### src/rtl/sccb_cfg_engine.sv
// SCCB/I2C sensor configuration engine: walks a register table ROM and drives
// byte-level requests to an i2c_master, with write, readback-verify, delay and retry.
module sccb_cfg_engine #(
    parameter logic [6:0] DEV_ADDR   = 7'h3C,
    parameter int         REG_AW     = 16,
    parameter int         REG_DW     = 8,
    parameter int         TBL_DEPTH  = 256,
    parameter int         MAX_RETRY  = 3,
    parameter int         DELAY_UNIT = 50000
) (
    input  logic                         clk,
    input  logic                         rst,
    input  logic                         start,
    output logic [$clog2(TBL_DEPTH)-1:0] tbl_addr,
    input  logic [2+REG_AW+REG_DW-1:0]   tbl_data,
    output logic                         req,
    output logic [3:0]                   cmd,
    output logic [7:0]                   din,
    input  logic [7:0]                   dout,
    input  logic                         done,
    input  logic                         slave_ack,
    output logic                         busy,
    output logic                         cfg_done,
    output logic                         cfg_err,
    output logic [$clog2(TBL_DEPTH)-1:0] err_index
);

    localparam int TAW = $clog2(TBL_DEPTH);
    localparam int EW  = 2 + REG_AW + REG_DW;
    localparam int NAB = REG_AW / 8;
    localparam int NDB = REG_DW / 8;
    localparam int RW  = $clog2(MAX_RETRY + 2);
    localparam int UW  = (DELAY_UNIT > 1) ? $clog2(DELAY_UNIT) : 1;

    localparam logic [2:0] ADDR_LAST = 3'(NAB);
    localparam logic [2:0] W_LAST    = 3'(NAB + NDB);
    localparam logic [2:0] V_RDADDR  = 3'(NAB + 1);
    localparam logic [2:0] V_LAST    = 3'(NAB + NDB + 1);

    localparam logic [3:0] CMD_START = 4'b0001;
    localparam logic [3:0] CMD_WRITE = 4'b0010;
    localparam logic [3:0] CMD_READ  = 4'b0100;
    localparam logic [3:0] CMD_STOP  = 4'b1000;

    typedef enum logic [3:0] {
        S_IDLE, S_FETCH, S_DECODE, S_WRITE, S_VERIFY,
        S_DELAY, S_ABORT, S_RETRY, S_ERR, S_DONE
    } state_t;

    state_t              r_state, w_state;
    logic [TAW-1:0]      r_tblAddr, w_tblAddr;
    logic [TAW-1:0]      r_errIndex, w_errIndex;
    logic                r_req, w_req;
    logic [3:0]          r_cmd, w_cmd;
    logic [7:0]          r_din, w_din;
    logic                r_pending, w_pending;
    logic [2:0]          r_step, w_step;
    logic                r_verify, w_verify;
    logic [REG_AW-1:0]   r_regAddr, w_regAddr;
    logic [REG_DW-1:0]   r_regData, w_regData;
    logic [REG_DW-1:0]   r_rdata, w_rdata;
    logic [RW-1:0]       r_retry, w_retry;
    logic [REG_DW-1:0]   r_ticks, w_ticks;
    logic [UW-1:0]       r_unit, w_unit;
    logic                w_advance;

    logic [15:0]         w_addr16, w_data16;
    logic [2:0]          w_addrIdx, w_dataIdx;
    logic [7:0]          w_addrByte, w_dataByte;
    logic [3:0]          w_byteCmd;
    logic [7:0]          w_byteDin;
    logic [REG_DW-1:0]   w_rdataShift;

    assign w_rdataShift = REG_DW'({r_rdata, dout});

    // Byte to send for the current step of a write or verify transaction.
    always_comb begin
        w_addr16   = 16'(r_regAddr);
        w_data16   = 16'(r_regData);
        w_addrIdx  = r_step - 3'd1;
        w_dataIdx  = r_step - 3'(NAB + 1);
        w_addrByte = (NAB == 2 && w_addrIdx == 3'd0) ? w_addr16[15:8] : w_addr16[7:0];
        w_dataByte = (NDB == 2 && w_dataIdx == 3'd0) ? w_data16[15:8] : w_data16[7:0];
        w_byteCmd  = CMD_START | CMD_WRITE;
        w_byteDin  = {DEV_ADDR, 1'b0};
        if (r_step != 3'd0) begin
            if (r_state == S_VERIFY) begin
                if (r_step <= ADDR_LAST) begin
                    w_byteCmd = CMD_WRITE | ((r_step == ADDR_LAST) ? CMD_STOP : 4'b0000);
                    w_byteDin = w_addrByte;
                end else if (r_step == V_RDADDR) begin
                    w_byteDin = {DEV_ADDR, 1'b1};
                end else begin
                    w_byteCmd = CMD_READ | ((r_step == V_LAST) ? CMD_STOP : 4'b0000);
                    w_byteDin = 8'h00;
                end
            end else if (r_step <= ADDR_LAST) begin
                w_byteCmd = CMD_WRITE;
                w_byteDin = w_addrByte;
            end else begin
                w_byteCmd = CMD_WRITE | ((r_step == W_LAST) ? CMD_STOP : 4'b0000);
                w_byteDin = w_dataByte;
            end
        end
    end

    always_comb begin
        w_state    = r_state;
        w_tblAddr  = r_tblAddr;
        w_errIndex = r_errIndex;
        w_req      = 1'b0;
        w_cmd      = r_cmd;
        w_din      = r_din;
        w_pending  = r_pending;
        w_step     = r_step;
        w_verify   = r_verify;
        w_regAddr  = r_regAddr;
        w_regData  = r_regData;
        w_rdata    = r_rdata;
        w_retry    = r_retry;
        w_ticks    = r_ticks;
        w_unit     = r_unit;
        w_advance  = 1'b0;
        case (r_state)
            S_IDLE, S_DONE, S_ERR: begin
                if (start) begin
                    w_state    = S_FETCH;
                    w_tblAddr  = '0;
                    w_retry    = '0;
                    w_errIndex = '0;
                end
            end
            S_FETCH: w_state = S_DECODE;
            S_DECODE: begin
                w_regAddr = tbl_data[REG_AW+REG_DW-1:REG_DW];
                w_regData = tbl_data[REG_DW-1:0];
                w_step    = 3'd0;
                w_pending = 1'b0;
                w_rdata   = '0;
                case (tbl_data[EW-1:EW-2])
                    2'b00: begin w_verify = 1'b0; w_state = S_WRITE; end
                    2'b01: begin w_verify = 1'b1; w_state = S_WRITE; end
                    2'b10: begin
                        w_ticks = tbl_data[REG_DW-1:0];
                        w_unit  = '0;
                        if (tbl_data[REG_DW-1:0] == '0) w_advance = 1'b1;
                        else                            w_state   = S_DELAY;
                    end
                    default: w_state = S_DONE;
                endcase
            end
            S_WRITE, S_VERIFY: begin
                if (!r_pending) begin
                    w_req     = 1'b1;
                    w_cmd     = w_byteCmd;
                    w_din     = w_byteDin;
                    w_pending = 1'b1;
                end else if (done) begin
                    w_pending = 1'b0;
                    // A NACK on any byte carrying WRITE aborts the whole entry.
                    if (r_cmd[1] && slave_ack) begin
                        w_state = S_ABORT;
                    end else begin
                        if (r_cmd[2]) w_rdata = w_rdataShift;
                        if (r_state == S_WRITE && r_step == W_LAST) begin
                            w_step = 3'd0;
                            if (r_verify) w_state   = S_VERIFY;
                            else          w_advance = 1'b1;
                        end else if (r_state == S_VERIFY && r_step == V_LAST) begin
                            if (w_rdataShift == r_regData) w_advance = 1'b1;
                            else                           w_state   = S_RETRY;
                        end else begin
                            w_step = r_step + 3'd1;
                        end
                    end
                end
            end
            S_DELAY: begin
                if (r_ticks == '0) begin
                    w_advance = 1'b1;
                end else if (r_unit == UW'(DELAY_UNIT - 1)) begin
                    w_unit  = '0;
                    w_ticks = r_ticks - 1'b1;
                end else begin
                    w_unit = r_unit + 1'b1;
                end
            end
            S_ABORT: begin
                if (!r_pending) begin
                    w_req     = 1'b1;
                    w_cmd     = CMD_STOP;
                    w_din     = 8'h00;
                    w_pending = 1'b1;
                end else if (done) begin
                    w_pending = 1'b0;
                    w_state   = S_RETRY;
                end
            end
            S_RETRY: begin
                w_retry = r_retry + 1'b1;
                if (r_retry < RW'(MAX_RETRY)) begin
                    w_state = S_FETCH;
                end else begin
                    w_state    = S_ERR;
                    w_errIndex = r_tblAddr;
                end
            end
            default: w_state = S_IDLE;
        endcase
        // The last table slot ends configuration instead of wrapping to 0.
        if (w_advance) begin
            w_retry = '0;
            if (r_tblAddr == TAW'(TBL_DEPTH - 1)) begin
                w_state = S_DONE;
            end else begin
                w_tblAddr = r_tblAddr + 1'b1;
                w_state   = S_FETCH;
            end
        end
    end

    always_ff @(posedge clk) begin
        if (rst) r_state <= S_IDLE;
        else     r_state <= w_state;
    end

    always_ff @(posedge clk) begin
        if (rst) begin
            r_tblAddr  <= '0;
            r_errIndex <= '0;
            r_req      <= 1'b0;
            r_cmd      <= 4'b0000;
            r_din      <= 8'h00;
            r_pending  <= 1'b0;
            r_step     <= 3'd0;
            r_verify   <= 1'b0;
            r_regAddr  <= '0;
            r_regData  <= '0;
            r_rdata    <= '0;
            r_retry    <= '0;
            r_ticks    <= '0;
            r_unit     <= '0;
        end else begin
            r_tblAddr  <= w_tblAddr;
            r_errIndex <= w_errIndex;
            r_req      <= w_req;
            r_cmd      <= w_cmd;
            r_din      <= w_din;
            r_pending  <= w_pending;
            r_step     <= w_step;
            r_verify   <= w_verify;
            r_regAddr  <= w_regAddr;
            r_regData  <= w_regData;
            r_rdata    <= w_rdata;
            r_retry    <= w_retry;
            r_ticks    <= w_ticks;
            r_unit     <= w_unit;
        end
    end

    assign tbl_addr  = r_tblAddr;
    assign err_index = r_errIndex;
    assign req       = r_req;
    assign cmd       = r_cmd;
    assign din       = r_din;
    assign busy      = !(r_state == S_IDLE || r_state == S_DONE || r_state == S_ERR);
    assign cfg_done  = (r_state == S_DONE);
    assign cfg_err   = (r_state == S_ERR);

endmodule

### config.mk
export PLATFORM = sky130hd
export DESIGN_NAME = sccb_cfg_engine
export DESIGN_NICKNAME = d
export VERILOG_FILES = /design/src/rtl/sccb_cfg_engine.sv
export SDC_FILE = /design/constraint.sdc
export NUM_CORES = 1
export LEC_CHECK = 0
export ABC_CLOCK_PERIOD_IN_PS = 2500
export CORE_MARGIN = 5
export CORE_UTILIZATION = 54
export DETAILED_ROUTE_END_ITERATION = 8
export GPL_TIMING_DRIVEN = 0
export PLACE_DENSITY = 0.8
export SYNTH_ARGS = -nofsm -noshare
export SYNTH_HDL_FRONTEND = slang
export SYNTH_SLANG_ARGS = --single-unit
### constraint.sdc
create_clock -name clk -period 2.5 [get_ports clk]
set_input_delay 0.25 -clock clk [delete_from_list [all_inputs] [get_ports clk]]
set_output_delay 0.25 -clock clk [all_outputs]
set_load 0.02 [all_outputs]
# == Word-level counts from Yosys, hierarchy flattened ==
# Index checks and enable logic that the tools add are counted.
# W data, S select, Z words.
# word_totals
regBits,89
input_bits,39
elab_cells,168
# classes
add_sub_neg,6
magnitude_cmp,2
n_eq_ne,38
mux,75
n_bitwise,1
reduce_logical,32
# op_table
operator,count
$mux W8,16
$mux W4,24
$mux W16,3
$pmux W8 S2,3
$pmux W16 S2,1
$pmux W4 S7,1
$ne A2 B2 Y1 const B,11
$mux W3,6
$ne A3 B3 Y1 const B,6
$add A16 B1 Y16 const B,1
$eq A16 B16 Y1 const B,1
$eq A4 B3 Y1 const B,4
$logic_not A8 Y1,2
$pmux W4 S2,2
$ne A5 B5 Y1 const B,3
$mux W1,13
$pmux W3 S2,2
$reduce_bool A2 Y1,6
$reduce_and A10 Y1,1
$reduce_and A3 Y1,3
$add A8 B1 Y8 const B,1
$eq A4 B2 Y1 const B,2
$eq A4 B4 Y1 const B,2
$eq A8 B8 Y1,1
28 further kinds,39

# == Longest topological paths before layout ==
# logic_depth
word_depth,10
ltp_mapped,9
ltp_nobuf,8

# == Least setup slack after synthesis ==
# No wires, ideal clock.
# synth_path
kind,flip-flop to flip-flop
startpoint,reg r_step[0]
endpoint,reg r_din[3] (netlist: din[3])
arrival_ns,1.822
t_required_ns,2.372
path_slack_ns,0.551
stages_incl_launch_ff,9
path_buffers,0
period_less_slack_ns,1.949
cell_sequence,dfxtp_1 inv_1 ha_1 xnor2_1 nand2_1 mux2_2 a221o_1 a22oi_1 nor2_1
# synth_via
elab_chain_len,8
# synth_lines
item,line,text
from (decl),57,"logic [2:0] r_step, w_step;"
from (signal assigned),250,r_step <= w_step;
$sub A3 B1 Y3,80,w_addrIdx = r_step - 3'd1;
$logic_not A3 Y1,82,w_addrByte = (NAB == 2 && w_addrIdx == 3'd0) ? w_addr16[15:8] : w_addr16[7:0];
$mux W8,82,
$mux W8 (on tied branches),"97, 88",
$mux W8,87,if (r_state == S_VERIFY) begin
$mux W8 *,86,if (r_step != 3'd0) begin
$mux W8 *,153,if (!r_pending) begin
$pmux W8 S2 *,124,case (r_state)
to (signal assigned),248,r_din <= w_din;
to (decl),55,"logic [7:0] r_din, w_din;"
# Mark *: on every way between the ends. The rest lies on a longest branch, timed or not. The select of a mux whose other input is x is not followed.
# A chain may end at the register's enable or synchronous reset.

# == Worst setup path after layout ==
# layout_path
startpoint,reg r_state[2]
endpoint,out cfg_err
# layout_via
elab_chain_len,1
# layout_lines
item,line,text
from (decl),50,"state_t r_state, w_state;"
from (signal assigned),224,else r_state <= w_state;
$eq A4 B4 Y1,268,assign cfg_err = (r_state == S_ERR);
to (decl),24,"output logic cfg_err,"
# No other way between the ends.

==> flow_summary.json <==
{
  "ys.flop_type": "dfxtp_1",
  "grt_pass1_vias": 4478,
  "core.rowCount": 34,
  "reg2reg_from": "r_state[0]",
  "outcome": "finished clean",
  "crit_path_start_kind": "flop",
  "setup_tns_ps": 0,
  "pwr-share-seq_pct": 39.4,
  "ff2ff_path_depth": 8,
  "cts_buffer_depth": 2,
  "hold_end": "r_state[3]",
  "fp.dieW_um": 103.1,
  "clk_latency_ps": 350,
  "drt-total-wl_um": 12770,
  "yosysWarnings": 0,
  "worstHoldPathType": "in2reg",
  "r2r_setup_slack_ps": 170,
  "postSynthAreaPerCell_um2": 8.175,
  "cp.required_ps": 2250,
  "synth_seq_cells": 89,
  "slew_viol_final": 0,
  "hold_viol": 0,
  "clock-skew-final_ps": 8.808,
  "gp_congestion": 0.9012,
  "cts_buffers": 9,
  "crit_type": "reg2out",
  "synth_edf_count": 0,
  "r2r-end": "r_ticks[4]",
  "max_freq_mhz": 418.1,
  "routed_via_density": 5.960,
  "final_area_um2": 5724,
  "synth_nets": 621,
  "whs_path_depth": 3,
  "antenna_cells": 0,
  "grt_pass1_wl_um": 21110,
  "ctsRootBufferMaster": "clkbuf_8",
  "stdcell_count": 766,
  "dpl_cell_area_um2": 5510,
  "h-tree-depth": 3,
  "port_buffers": 69,
  "postRouteAntennaNets": 0,
  "antenna_found_initial": 0,
  "dpl.hpwl_um": 9571,
  "preCtsSetupSlack_ps": 130.3,
  "p_switching_mw": 1.554,
  "cts_tree": "yes",
  "swShare_pct": 36.29,
  "drc_errors": 0,
  "coreArea_um2": 8593,
  "total_leakage_power_nw": 2.062,
  "track_usage_pct": 24.97,
  "synth_cells": 573,
  "drt-pass1-iter-count": 4,
  "clock_sinks": 89,
  "dr_total_vias": 4565,
  "internal-power_mw": 2.728,
  "die_height_um": 103.1,
  "power_density_nw_per_um2": 747.9,
  "hold_start": "rst",
  "drt_iter0_drc": 242,
  "die_area_um2": 10640,
  "maxSlewHeadroom_pct": 45.87,
  "ir_worst_vdd_uv": 446.7,
  "fin_crit_ps": 2392,
  "endpoint_kind": "primary output",
  "ys_seq_area_share_pct": 38.03,
  "syn_area_um2": 4684,
  "area_growth_pct": 22.20,
  "path_max_fanout": 10,
  "post-route-period-util_pct": 95.68,
  "async_reset_ff_share_pct": 0,
  "gr-total-overflow": 0,
  "clkPwrFrac_pct": 24.3,
  "start_util_pct": 54.51,
  "max-cap-violations": 0,
  "clkSlewWorstSetupHoldPaths_ps": 80,
  "synth_cell_type_count": 69,
  "dp.cells": 750,
  "drive_above_1_share_pct": 8.967,
  "cp.arrival_ps": 2140,
  "ioPinCount": 71,
  "rsz0062_at_grt": "no",
  "combPwrFrac_pct": 36.4,
  "worst_slew_pin_slew_ps": 805.8,
  "grt_max_degree": 16,
  "routedWlPerCell_um": 16.67,
  "finalWorstSetupSlack_ps": 108.1,
  "finalNetCount": 701,
  "setup_viol": 0
}
==> metal layers <==
metal	global-route usage, %	up-vias	part of all wire [%]
met5	0	-	0
met4	14.94	0	4.4
met3	4.127	41	6.8
met2	40.21	180	47
met1	31.29	2112	42
li1	-	2232	-
==> critical path, cell delays in order (launching register included) <==
cell and delay [ps]:
dfxtp_1 310, clkbuf_8 150, clkbuf_1 220, nor2_1 290
and3_2 220, clkdlybuf4s50_1 600
==> synthesized netlist by cell type (4+ instances only) <==
library cell | count | area [um2]
nor2_1 | 66 | 247.7
ha_1 | 9 | 112.6
dfxtp_1 | 89 | 1782
mux2_2 | 4 | 45.04
or3_1 | 6 | 37.54
buf_2 | 8 | 40.04
xnor2_1 | 11 | 96.34
buf_6 | 4 | 45.04
a22oi_1 | 18 | 135.1
a31oi_1 | 10 | 62.56
nand3_1 | 16 | 80.08
o2111ai_1 | 5 | 43.79
nor3_1 | 10 | 50.05
a221o_1 | 4 | 40.04
nand2b_1 | 7 | 43.79
clkbuf_1 | 17 | 63.81
o21ai_0 | 16 | 80.08
o211ai_1 | 6 | 45.04
a21oi_1 | 60 | 300.3
nor2b_1 | 6 | 37.54
nor4_1 | 5 | 31.28
xor2_1 | 7 | 61.31
inv_1 | 8 | 30.03
nand2_1 | 83 | 311.6
mux2i_1 | 9 | 90.09
and3_1 | 5 | 31.28
nand4_1 | 11 | 68.82
==> worst max path at each step <==
stage | startpoint | to | slack (ps) | cells past startpoint
final | r_state[2] | cfg_err | 110 | 5
after global routing | r_state[0] | r_ticks[2] | 6 | 8
after CTS | r_state[2] | cfg_err | 90 | 5
after detailed placement | r_state[2] | err_index[2] | 130 | 7
after global placement | r_state[0] | r_ticks[4] | 170 | 8
after floorplan | r_step[0] | din[3] | 550 | 8
==> logic make-up after synthesis <==
| family | Yosys count | synth area share [%] |
|---|---|---|
| simple gates | 252 | 27.48 |
| compound gates | 152 | 21.26 |
| flops | 89 | 38.03 |
| buf+inv | 40 | 4.567 |
| xor+xnor | 18 | 3.365 |
| mux | 13 | 2.885 |
| fa+ha+maj | 9 | 2.404 |
==> repair_timing <==
item	4_1_cts	5_1_grt
setup buffers	0	0
hold buffers	0	0
endpoints found under the setup margin	0	11
gates resized for setup	0	1
==> power groups by stage <==
stage,combinational [mW],sequential [mW],clock [mW]
5_1_grt,1.72,1.70,1.11
3_5_place_dp,1.55,1.71,0
4_1_cts,1.55,1.68,1.05
2_1_floorplan,1.04,1.73,0
6_report,1.56,1.69,1.04
3_3_place_gp,1.52,1.71,0
==> metrics by stage <==
stage / total power, mW / hold slack [ps] / util, %
2_1_floorplan: 2.777 / 386.0 / -
3_3_place_gp: 3.225 / 441.9 / 64.12
3_5_place_dp: 3.260 / 450.5 / 64.12
4_1_cts: 4.290 / 256.2 / 66.58
5_1_grt: 4.534 / 276.0 / 66.61
6_report: 4.281 / 269.0 / 66.61
==> registers in the layout, indices dropped and copies added, names as in the netlist <==
| signal | count |
|---|---|
| cmd | 4 |
| din | 8 |
| err_index | 8 |
| r_pending | 1 |
| r_regAddr | 16 |
| r_regData | 8 |
| r_retry | 3 |
| r_state | 4 |
| r_step | 3 |
| r_ticks | 8 |
| r_unit | 16 |
| r_verify | 1 |
| req | 1 |
| tbl_addr | 8 |
==> cells in the final DEF, fill, tap and decap left out, types with 4 or more instances in the layout <==
| cell type | count |
|---|---|
| dfxtp_1 | 89 |
| nand2_1 | 83 |
| clkdlybuf4s50_1 | 69 |
| nor2_1 | 65 |
| a21oi_1 | 60 |
| a22oi_1 | 18 |
| clkbuf_1 | 17 |
| o21ai_0 | 16 |
| nand3_1 | 16 |
| clkbuf_8 | 13 |
| nand4_1 | 11 |
| xnor2_1 | 11 |
| nor3_1 | 10 |
| a31oi_1 | 10 |
| mux2i_1 | 9 |
| ha_1 | 9 |
| inv_1 | 8 |
| buf_2 | 8 |
| xor2_1 | 7 |
| nand2b_1 | 7 |
| or3_1 | 6 |
| o211ai_1 | 6 |
| nor2b_1 | 6 |
| nor4_1 | 5 |
| and3_1 | 5 |
| o2111ai_1 | 5 |
| mux2_2 | 4 |
| a221o_1 | 4 |
| buf_6 | 4 |
==> cell type report <==
type / instances / area (um2)
flip-flops and latches: 89 / 1782
clock buffers: 11 / 151.4
plain buffers: 32 / 183.9
well taps: 108 / 135.1
inverters: 8 / 30.03
multi-input cells: 444 / 2691
clock inverters: 5 / 60.06
fillers: 722 / 2869
repair buffers: 69 / 690.7
Note: power is estimated with default switching activity, not from simulation.
